### src/rtl/seg7_scan_capture.sv
`default_nettype none
// ============================================================================
// Module      : seg7_scan_capture
// Description : Samples a multiplexed active-low 7-segment bus, debounces each
//               digit, decodes it to BCD and presents NDIG-digit frames over
//               valid/ready. Optional macro SEG7_HEX_EN adds A..F decoding.
// Revision    : 1.0 - initial release
// ============================================================================
module seg7_scan_capture #(
  parameter int NDIG       = 4,
  parameter int STABLE_CYC = 4
) (
  input  logic                clk,
  input  logic                rst,
  input  logic [6:0]          seg_n,
  input  logic [NDIG-1:0]     an_n,
  output logic [4*NDIG-1:0]   out_digits,
  output logic [NDIG-1:0]     out_blank,
  output logic [NDIG-1:0]     out_err,
  output logic                out_valid,
  input  logic                out_ready,
  output logic                overrun
);

  localparam int         IW           = (NDIG > 1) ? $clog2(NDIG) : 1;
  localparam logic [7:0] c_STABLE_CYC = 8'(STABLE_CYC);

  typedef enum logic [0:0] {
    ST_IDLE  = 1'b0,
    ST_TRACK = 1'b1
  } state_t;

  // Returns {err, blank, value[3:0]}
  function automatic logic [5:0] decode(input logic [6:0] p);
    logic [5:0] d;
    d = 6'b100000;
    case (p)
      7'b1000000: d = 6'h00;
      7'b1111001: d = 6'h01;
      7'b0100100: d = 6'h02;
      7'b0110000: d = 6'h03;
      7'b0011001: d = 6'h04;
      7'b0010010: d = 6'h05;
      7'b0000010: d = 6'h06;
      7'b1111000: d = 6'h07;
      7'b0000000: d = 6'h08;
      7'b0010000: d = 6'h09;
      7'b1111111: d = 6'b010000;
`ifdef SEG7_HEX_EN
      7'b0001000: d = 6'h0A;
      7'b0000011: d = 6'h0B;
      7'b1000110: d = 6'h0C;
      7'b0100001: d = 6'h0D;
      7'b0000110: d = 6'h0E;
      7'b0001110: d = 6'h0F;
`endif
      default:    d = 6'b100000;
    endcase
    return d;
  endfunction

  logic [6:0]        r_seg;
  logic [NDIG-1:0]   r_an;
  state_t            r_state;
  state_t            w_state_nxt;
  logic [IW-1:0]     r_idx;
  logic [IW-1:0]     w_idx;
  logic [IW-1:0]     w_idx_nxt;
  logic [6:0]        r_pat;
  logic [6:0]        w_pat_nxt;
  logic [7:0]        r_cnt;
  logic [7:0]        w_cnt_nxt;
  logic              w_commit;
  logic              w_onehot;
  logic [NDIG-1:0]   w_low;
  logic [5:0]        w_dec;
  logic [NDIG-1:0]   r_mask;
  logic [NDIG-1:0]   w_commit_vec;
  logic              w_complete;
  logic [4*NDIG-1:0] r_hval;
  logic [NDIG-1:0]   r_hblank;
  logic [NDIG-1:0]   r_herr;

  // Idle bus (all lines high) on reset so a 1-digit build does not see a strobe
  always_ff @(posedge clk or posedge rst) begin
    if (rst) begin
      r_seg <= '1;
      r_an  <= '1;
    end else begin
      r_seg <= seg_n;
      r_an  <= an_n;
    end
  end

  assign w_low    = ~r_an;
  assign w_onehot = (w_low != '0) && ((w_low & (w_low - 1'b1)) == '0);
  assign w_dec    = decode(r_seg);

  always_comb begin
    w_idx = '0;
    for (int k = 0; k < NDIG; k++) begin
      if (w_low[k]) w_idx = IW'(k);
    end
  end

  always_ff @(posedge clk or posedge rst) begin
    if (rst) begin
      r_state <= ST_IDLE;
      r_idx   <= '0;
      r_pat   <= '0;
      r_cnt   <= '0;
    end else begin
      r_state <= w_state_nxt;
      r_idx   <= w_idx_nxt;
      r_pat   <= w_pat_nxt;
      r_cnt   <= w_cnt_nxt;
    end
  end

  always_comb begin
    w_state_nxt = r_state;
    w_idx_nxt   = r_idx;
    w_pat_nxt   = r_pat;
    w_cnt_nxt   = r_cnt;
    w_commit    = 1'b0;
    if (!w_onehot) begin
      w_state_nxt = ST_IDLE;
      w_cnt_nxt   = '0;
    end else if (r_state == ST_IDLE || w_idx != r_idx || r_seg != r_pat) begin
      w_state_nxt = ST_TRACK;
      w_idx_nxt   = w_idx;
      w_pat_nxt   = r_seg;
      w_cnt_nxt   = 8'd1;
      w_commit    = (c_STABLE_CYC == 8'd1);
    end else if (r_cnt < c_STABLE_CYC) begin
      // Counter saturates at STABLE_CYC so the commit fires exactly once
      w_cnt_nxt = r_cnt + 8'd1;
      w_commit  = (r_cnt + 8'd1 == c_STABLE_CYC);
    end
  end

  assign w_commit_vec = w_commit ? (NDIG'(1) << w_idx) : '0;
  assign w_complete   = &r_mask;

  always_ff @(posedge clk or posedge rst) begin
    if (rst) begin
      r_hval   <= '0;
      r_hblank <= '0;
      r_herr   <= '0;
      r_mask   <= '0;
    end else begin
      for (int k = 0; k < NDIG; k++) begin
        if (w_commit_vec[k]) begin
          r_hval[4*k +: 4] <= w_dec[3:0];
          r_hblank[k]      <= w_dec[4];
          r_herr[k]        <= w_dec[5];
        end
      end
      r_mask <= (w_complete ? '0 : r_mask) | w_commit_vec;
    end
  end

  always_ff @(posedge clk or posedge rst) begin
    if (rst) begin
      out_digits <= '0;
      out_blank  <= '0;
      out_err    <= '0;
      out_valid  <= 1'b0;
      overrun    <= 1'b0;
    end else begin
      if (w_complete) begin
        out_digits <= r_hval;
        out_blank  <= r_hblank;
        out_err    <= r_herr;
        out_valid  <= 1'b1;
        if (out_valid && !out_ready) overrun <= 1'b1;
      end else if (out_valid && out_ready) begin
        out_valid <= 1'b0;
      end
    end
  end

endmodule
`default_nettype wire

### config.mk
export PLATFORM = sky130hd
export DESIGN_NAME = seg7_scan_capture
export DESIGN_NICKNAME = d
export VERILOG_FILES = /design/src/rtl/seg7_scan_capture.sv
export SDC_FILE = /design/constraint.sdc
export NUM_CORES = 1
export LEC_CHECK = 0
export CORE_MARGIN = 5
export CORE_UTILIZATION = 40
export CTS_CLUSTER_DIAMETER = 100
export DETAILED_ROUTE_END_ITERATION = 12
export PLACE_DENSITY = 0.71
export REMOVE_ABC_BUFFERS = 1
export SLEW_MARGIN = 20
export SYNTH_ARGS = -nofsm -noshare
export SYNTH_HDL_FRONTEND = slang
export SYNTH_SLANG_ARGS = --single-unit
### constraint.sdc
create_clock -name clk -period 2.9 [get_ports clk]
set_input_delay 0.58 -clock clk [delete_from_list [all_inputs] [get_ports clk]]
set_output_delay 0.58 -clock clk [all_outputs]
set_load 0.1 [all_outputs]
# ---- Yosys cells after proc, flatten, opt, wreduce, memory -nomap -nowiden
# Cells that the tools add are included.
dict set report totals {
  output_inout_bits 26
  register_bits 83
  inputBits 14
  elab_cells 76
}
dict set report op_classes {
  n_bitwise 4
  add_sub_neg 2
  n_mux 16
  n_eq_ne 15
  n_shift 1
  reduce_logical 13
  n_lt_le_gt_ge 1
}
# cell count
set ops {}
lappend ops {{$pmux W6 S11} 1}
lappend ops {{$eq A7 B7 Y1 const B} 4}
lappend ops {{$mux W8} 3}
lappend ops {{$eq A7 B5 Y1 const B} 3}
lappend ops {{$eq A7 B6 Y1 const B} 2}
lappend ops {{$add A8 B1 Y8 const B} 1}
lappend ops {{$eq A8 B3 Y1 const B} 1}
lappend ops {{$lt A8 B3 Y1 const B} 1}
lappend ops {{$mux W1} 8}
lappend ops {{$mux W4} 2}
lappend ops {{$eq A7 B2 Y1 const B} 1}
lappend ops {{$logic_not A7 Y1} 1}
lappend ops {{$ne A7 B7 Y1} 1}
lappend ops {{$reduce_and A5 Y1} 1}
lappend ops {{$and A4 B4 Y4} 1}
lappend ops {{$logic_not A4 Y1} 1}
lappend ops {{$mux W2} 2}
lappend ops {{$not A4 Y4} 1}
lappend ops {{$or A4 B4 Y4} 1}
lappend ops {{$reduce_and A4 Y1} 1}
lappend ops {{$reduce_bool A4 Y1} 1}
lappend ops {{$shl A1 B2 Y4 const A} 1}
lappend ops {{$sub A4 B1 Y4 const B} 1}
lappend ops {{$logic_and A1 B1 Y1} 3}
lappend ops {{other kinds (8)} 9}

# ---- Logic depth before layout (Yosys ltp)
dict set report depth {
  word_depth 11
  depth_mapped 7
  depth_no_buf 5
}

# ---- Worst setup path after synthesis
# Ideal clock, no wire load.
dict set report synth_timing {
  kind {register to register}
  start {reg r_an[3]}
  end {reg r_hblank[3]}
  t_required_ps 2775
  synth_period_minus_slack_ps 2383
  path_stages_with_launch 7
  setup_time_ps 125
  slack_ps 517
  arrival_ps 2259
  path_buffers 1
  path_cell_list {dfstp_2 -> buf_2 -> nand2_1 -> or3_4 -> a2111o_1 -> nor3b_4 -> mux2_2}
}
dict set report synth_via {
  elab_chain_len 8
  word_cells_on_any_way 14
  classes_between {1 x add/sub; 1 x eq/ne; 1 x shift; 4 x mux; 2 x bitwise; 5 x reduce/logical}
}
# element line
set synth_lines {}
lappend synth_lines {{from (decl)} 63} ;# logic [NDIG-1:0] r_an;
lappend synth_lines {{from (signal assigned)} 91} ;# r_an <= an_n;
lappend synth_lines {{$not A4 Y4 (*)} 95} ;# assign w_low = ~r_an;
lappend synth_lines {{branches (longest 6 deep; another with $sub A4 B1 Y4)} n/a}
lappend synth_lines {{$mux W4 (*)} 142} ;# assign w_commit_vec = w_commit ? (NDIG'(1) << w_idx) : '0;
lappend synth_lines {{to (signal, indexed assignment)} 155} ;# r_hblank[k] <= w_dec[4];
lappend synth_lines {{to (decl)} 81} ;# logic [NDIG-1:0] r_hblank;
# Mark *: on every way between the ends.
# A chain may end at the register's enable or synchronous reset.

# ---- Worst setup path in the final report
dict set report layout_timing {
  start {reg r_an[3]}
  end {reg r_hval[11]}
}
dict set report layout_via {
  elab_chain_len 8
  word_cells_on_any_way 14
  classes_between {1 x add/sub; 1 x eq/ne; 1 x shift; 4 x mux; 2 x bitwise; 5 x reduce/logical}
}
# element line
set layout_lines {}
lappend layout_lines {{$not A4 Y4 (*)} 95}
lappend layout_lines {{branches (longest 6 deep; another with $sub A4 B1 Y4)} n/a}
lappend layout_lines {{$mux W4 (*)} 142}
lappend layout_lines {{to (signal, indexed assignment)} 154} ;# r_hval[4*k +: 4] <= w_dec[3:0];
lappend layout_lines {{to (decl)} 80} ;# logic [4*NDIG-1:0] r_hval;
# Marks and branches as above.

==> metrics.cfg <==
[outcome]
outcome = complete, no violations

[finish]
final_cells = 390
post-route-util_pct = 49.1
final_area_um2 = 4050
drive_gt1_share_pct = 43.9
fin_nets = 295
layout_commonest_cell = dfrtp_1
mostFrequentLayoutCells = 72 x dfrtp_1, 57 x mux2_2, 28 x buf_4
syn_to_final_growth_pct = 19.2
nFillCells = 698
antenna_cells = 0

[worst_setup_path]
cp-start-kind = flop
path_cells = nand2_1 -> or3_4 -> a2111oi_4 -> and4_1 -> mux2_2
cp_num_buf_inv = 0
crit_fanout = 9
cp-end-kind = flop
cpLargestDelayFamily = simple AND/OR/NAND/NOR gates
slowest_stage = dfstp_2
worstPathArrival_ps = 2810
max_stage_delay_ps = 640
critical_path_class = reg2reg
required_ps = 3140

[logic_synthesis]
synth_top_area_cell = dfrtp_1
ys_seq_elements = 83
synth_area_leaders = dfrtp_1 53%, mux2_2 19%, dfstp_2 8.5%
ys_types = 43
yosysWarnings = 0
syn_avg_cell_area_um2 = 14.2
async_flop_share_pct = 100
yosysTopAreaCellShare_pct = 53.0
synth_edf_count = 0
syn_area_um2 = 3400
synth.yosys.seq_area_share_pct = 61.5
synthCells = 240
synth-main-ff-cell = dfrtp_1

[sta]
fmax_mhz = 389
setup_violations = 0
fin_skew_ps = 9.16
rsz0062_at_grt = no
slew_headroom_pct = 56.8
final.setup.tns_ps = 0
slew_violations = 0
fin_crit_ps = 2570
fin_crit_sh_pct = 88.6
whs_ps = 481
worst_pin_slew_ps = 639
worst_slack_ps = 331
hold_violations = 0

[cts]
htree_levels = 3
clk_pin_slew_ps = 80
cts_hold_buf = 0
clock_latency_ps = 350
postCtsSetupBuffers = 0
clock_sinks = 83
numCtsBuffers = 9
cts_tree = done
ctsResizeCount = 0
root_buffer = clkbuf_8
cts_buffer_depth = 2

[floorplan]
start_util_pct = 41.2
core-area_um2 = 8260
ios = 40
die_x_um = 102
die_h_um = 102
rows = 33
die-area_um2 = 10400

[power_and_ir_drop]
powerDensity_nw_per_um2 = 551
intPower_mw = 1.73
switchingPower_mw = 0.505
p_sw_share_pct = 22.6
power_leakage_nw = 1.97
combinationalPowerShare_pct = 6.5
clockPowerShare_pct = 37.9
power_mw = 2.23
power_frac_seq_pct = 55.6
peakVddDrop_mv = 0.359

[global_routing]
grt_pass1_vias = 1887
grt_max_degree = 84
grt_first_pass_wirelength_mm = 9.62
antenna_found_initial = 0
globalRouteOverflowTotal = 0
grt_use_total_pct = 12.3

[drt]
drt_iter0_markers = 71
route.detailed.drc = 0
drt-pass1-iter-count = 6
ant_nets = 0
avgViaCountPerCell = 5.02
num_vias = 1957
wl_per_cell_um = 15.0
wl_mm = 5.85

[place]
dp_cells = 374
dpl.hpwl_mm = 4.01
placed_cell_area_um2 = 3840
dp_slack_ps = 340
io_buffers = 39
gp_congestion = 0.759

[hold_path]
min_path_type = reg2reg

[job]
maxCapViolCount = 0

[logic make-up after synthesis]
kind of cell,share of synthesized area (%)
AOI/OAI and AO/OA,4.12
xor gates and xnor gates,2.58
adders and majority gates,0.368
buffers and inverters,1.95
DFF,61.5
muxes,19.2
and+or+nand+nor,10.3
[metal layers]
layer  routed length, um  up-vias  part of all wire [%]  track usage [%]
met5                   0        -                     0                0
met4                 115        0                   2.0             5.75
met3                 296       10                   5.1             4.44
met2                2610       35                    45             17.1
met1                2830      982                    48             17.0
li1                    -      930                     -                -
[area by class of cell]
| class | count | area (um2) | share of cell area, % |
|---|---|---|---|
| clock buffer | 11 | 151 | 3.73 |
| timing repair buffer | 42 | 360 | 8.89 |
| multi-input combinational | 140 | 1240 | 30.6 |
| clock inverter | 5 | 61.3 | 1.51 |
| sequential | 83 | 2090 | 51.6 |
| inverter | 4 | 16.3 | 0.401 |
| tap | 105 | 131 | 3.24 |
[flip-flops by register name, summed over array words and instances (netlist names)]
name and count:
r_cnt 8, r_seg 7, r_idx 2, out_valid 1
r_hblank 4, out_err 4, out_digits 16, out_blank 4
r_state 1, r_pat 7, r_hval 16, r_mask 4
r_herr 4, overrun 1, r_an 4
[cell usage after synthesis, types with 2 or more instances]
cell type  number
buf_2           2
a21o_1          2
nor3_1          3
and2_1          6
or4_1           3
and4_1          2
nor2_1          6
dfstp_2        11
mux2_2         57
and4b_2         2
dfrtp_1        72
nand3_2         2
clkbuf_1       10
nor3b_1         3
nand4_1         3
a21oi_1         4
o21ai_0         4
inv_1           4
nand3_1         2
nand2b_1        2
nand2_1        10
xnor2_1         9
[worst register-to-register path, cell delays in order (launching register included)]
cell	delay, ps
dfstp_2	640
nand2_1	120
or3_4	370
a2111oi_4	500
and4_1	450
mux2_2	380
[final timing paths]
kind                            from             to  slack, ps  cells past startpoint
max in group asynchronous        rst        r_an[3]       1880                      3
setup reg to reg             r_an[3]     r_hval[11]        330                      5
hold reg to reg            r_mask[0]      r_mask[0]        480                      2
setup / recovery             r_an[3]     r_hval[11]        330                      5
hold / removal             r_mask[0]      r_mask[0]        480                      2
min in group asynchronous        rst  out_digits[5]        610                      3
[power groups by stage]
stage          registers (mW)  clock network [mW]  logic, mW
6_report                 1.24               0.847      0.144
4_1_cts                  1.24               0.879      0.147
3_5_place_dp             1.26                   0      0.147
3_3_place_gp             1.26                   0      0.144
5_1_grt                  1.25               0.935      0.160
2_1_floorplan            1.25                   0      0.106
Note: power is estimated with default switching activity, not from simulation.
==> variant, RTL diff (config.mk and constraints unchanged) <==
Add a define of `SEG7_HEX_EN`.
--- a/src/rtl/seg7_scan_capture.sv
+++ b/src/rtl/seg7_scan_capture.sv
@@ -8,2 +8,4 @@
 // ============================================================================
+`define SEG7_HEX_EN
+
 module seg7_scan_capture #(
Behaviour: no difference found for any inputs over 10 cycles, from zero or initial values and one cycle with rst high; that may be too few to reach the edited logic, so the function may still have changed.
==> variant against the original RTL <==
Area after synthesis up 6.3%. Cell area increased by 5.0%. Via count increased by 14%. Worst hold slack better by 0.0034 ns. Setup slack gained 0.086 ns. Clock power down 3.3%. Sequential cell count unchanged. First-iteration DRC count up 77%. Power hardly changed. Routed wire length rose by 14%. Critical path depth unchanged. Largest power group unchanged.
==> variant: results (changes against the original RTL) <==
wl_met1_mm: 3.02  # was 2.83 mm
hold_end: "r_cnt[4]$_DFFE_PP0P_"  # was r_mask[0]$_DFF_PP0_
grt_util_all_layers: 0.128  # was 0.123
synth-xor-area-share: 0.0291  # was 0.0258
cp_data_arrival_time_ns: 2.72  # was 2.81 ns
drt_first_pass_iters: 4  # was 6
vias: 2240  # was 1957
dr_wl_met2_mm: 3.22  # was 2.61 mm
drive_gt1_frac: 0.397  # was 0.439
drt_iter0_markers: 126  # was 71
vdd_drop_max_mv: 0.227  # was 0.359 mV
wl_per_cell_um: 15.9  # was 15.0 um
worst_path_max_delay_cell: "or4_1"  # was dfstp_2
yosys-top-cells-count: "dfrtp_1, mux2_2, dfstp_2, nand2_1, clkbuf_1"  # was dfrtp_1, mux2_2, dfstp_2
hpwl_mm: 4.58  # was 4.01 mm
critPathMaxFanout: 7  # was 9
first_global_vias: 2328  # was 1887
r2r_start: "r_cnt[3]$_DFFE_PP0P_"  # was r_an[3]$_DFF_PP1_
gp_congestion: 0.833  # was 0.759
r2r_cells: 5  # unchanged
min_from: "r_cnt[4]$_DFFE_PP0P_"  # was r_mask[0]$_DFF_PP0_
ff2ff_setup_slack_ns: 0.42  # was 0.33 ns
synth_fa_ha_area_frac: 0.00346  # was 0.00368
critical-path-max-stage-delay_ns: 0.54  # was 0.64 ns
grt_max_degree: 48  # was 84
hold_depth: 1  # was 2
worst_slew_pin_slew_ns: 0.563  # was 0.639 ns
antenna_cells: 0  # unchanged
synth_area_leaders: "dfrtp_1, mux2_2, dfstp_2, mux2_4, xnor2_1"  # was dfrtp_1, mux2_2, dfstp_2, xnor2_1, and2_1
yosysSeqAreaShare: 0.578  # was 0.615
synth_cell_types: 54  # was 43
skew_ns: 0.0137  # was 0.00916 ns
synth-compound-area-share: 0.0554  # was 0.0412
cpLargestDelayFamily: "simple AND/OR/NAND/NOR gates"  # unchanged
p_leak_uw: 0.00207  # was 0.00197 uW
layout.nets: 320  # was 295
placed_cell_area_sq_mm: 0.00406  # was 0.00384 sq mm
grt_pass1_wl_mm: 11.6  # was 9.62 mm
synthMuxAreaShare: 0.189  # was 0.192
timing.hold.ws_ns: 0.485  # was 0.481 ns
r2r-end: "r_herr[2]$_DFFE_PP0P_"  # was r_hval[11]$_DFFE_PP0P_
route.met3.wl_um: 310  # was 296 um
outcome: "finished, final reports clean"  # unchanged
[variant: cells by family after synthesis]
kind of cell    after synthesis
flops                        83
buf+inv                      20
mux                          59
compound gates               25
simple gates                 64
xor+xnor                     12
fa+ha+maj                     1
[variant: layout make-up]
cell class              instances  area [sq um]
inverters                       5          20.0
fillers                       786          4510
clock buffers                  11           131
flip-flops and latches         83          2090
clock inverters                 5          62.6
well taps                     108           135
multi-input cells             161          1440
repair buffers                 45           383
[variant: where the power goes]
part	internal, uW	leakage [uW]	switching (uW)
Clock	405	0.0000954	414
Combinational	88.3	0.000875	75.0
Sequential	1200	0.00110	48.3
[variant: how the worst max path moves through the flow]
| stage | slack (ns) | to | cells after the start | start |
|---|---|---|---|---|
| finish | 0.42 | r_herr[2]$_DFFE_PP0P_ | 5 | r_cnt[3]$_DFFE_PP0P_ |
| global route | 0.19 | r_hval[4]$_DFFE_PP0P_ | 5 | r_seg[3]$_DFF_PP1_ |
| CTS | 0.35 | r_herr[2]$_DFFE_PP0P_ | 5 | r_cnt[3]$_DFFE_PP0P_ |
| detailed placement | 0.37 | r_herr[2]$_DFFE_PP0P_ | 5 | r_cnt[3]$_DFFE_PP0P_ |
| global placement | 0.43 | r_hblank[1]$_DFFE_PP0P_ | 5 | r_seg[1]$_DFF_PP1_ |
| floorplan | 0.20 | out_blank[0]$_DFFE_PP0P_ | 1 | rst |
[variant: routing by layer]
layer,vias to the layer above,GRT usage
met1,1134,0.178
met4,0,0.0539
li1,1036,-
met2,60,0.189
met5,-,0
met3,10,0.0351
[variant: stage by stage]
step | std cells | power [uW] | setup WS [ns]
after floorplan | 249 | 1380 | 0.201
after global placement | 402 | 1430 | 0.426
after detailed placement | 402 | 1440 | 0.370
after CTS | 418 | 2260 | 0.347
after global routing | 418 | 2340 | 0.190
final | 418 | 2230 | 0.417
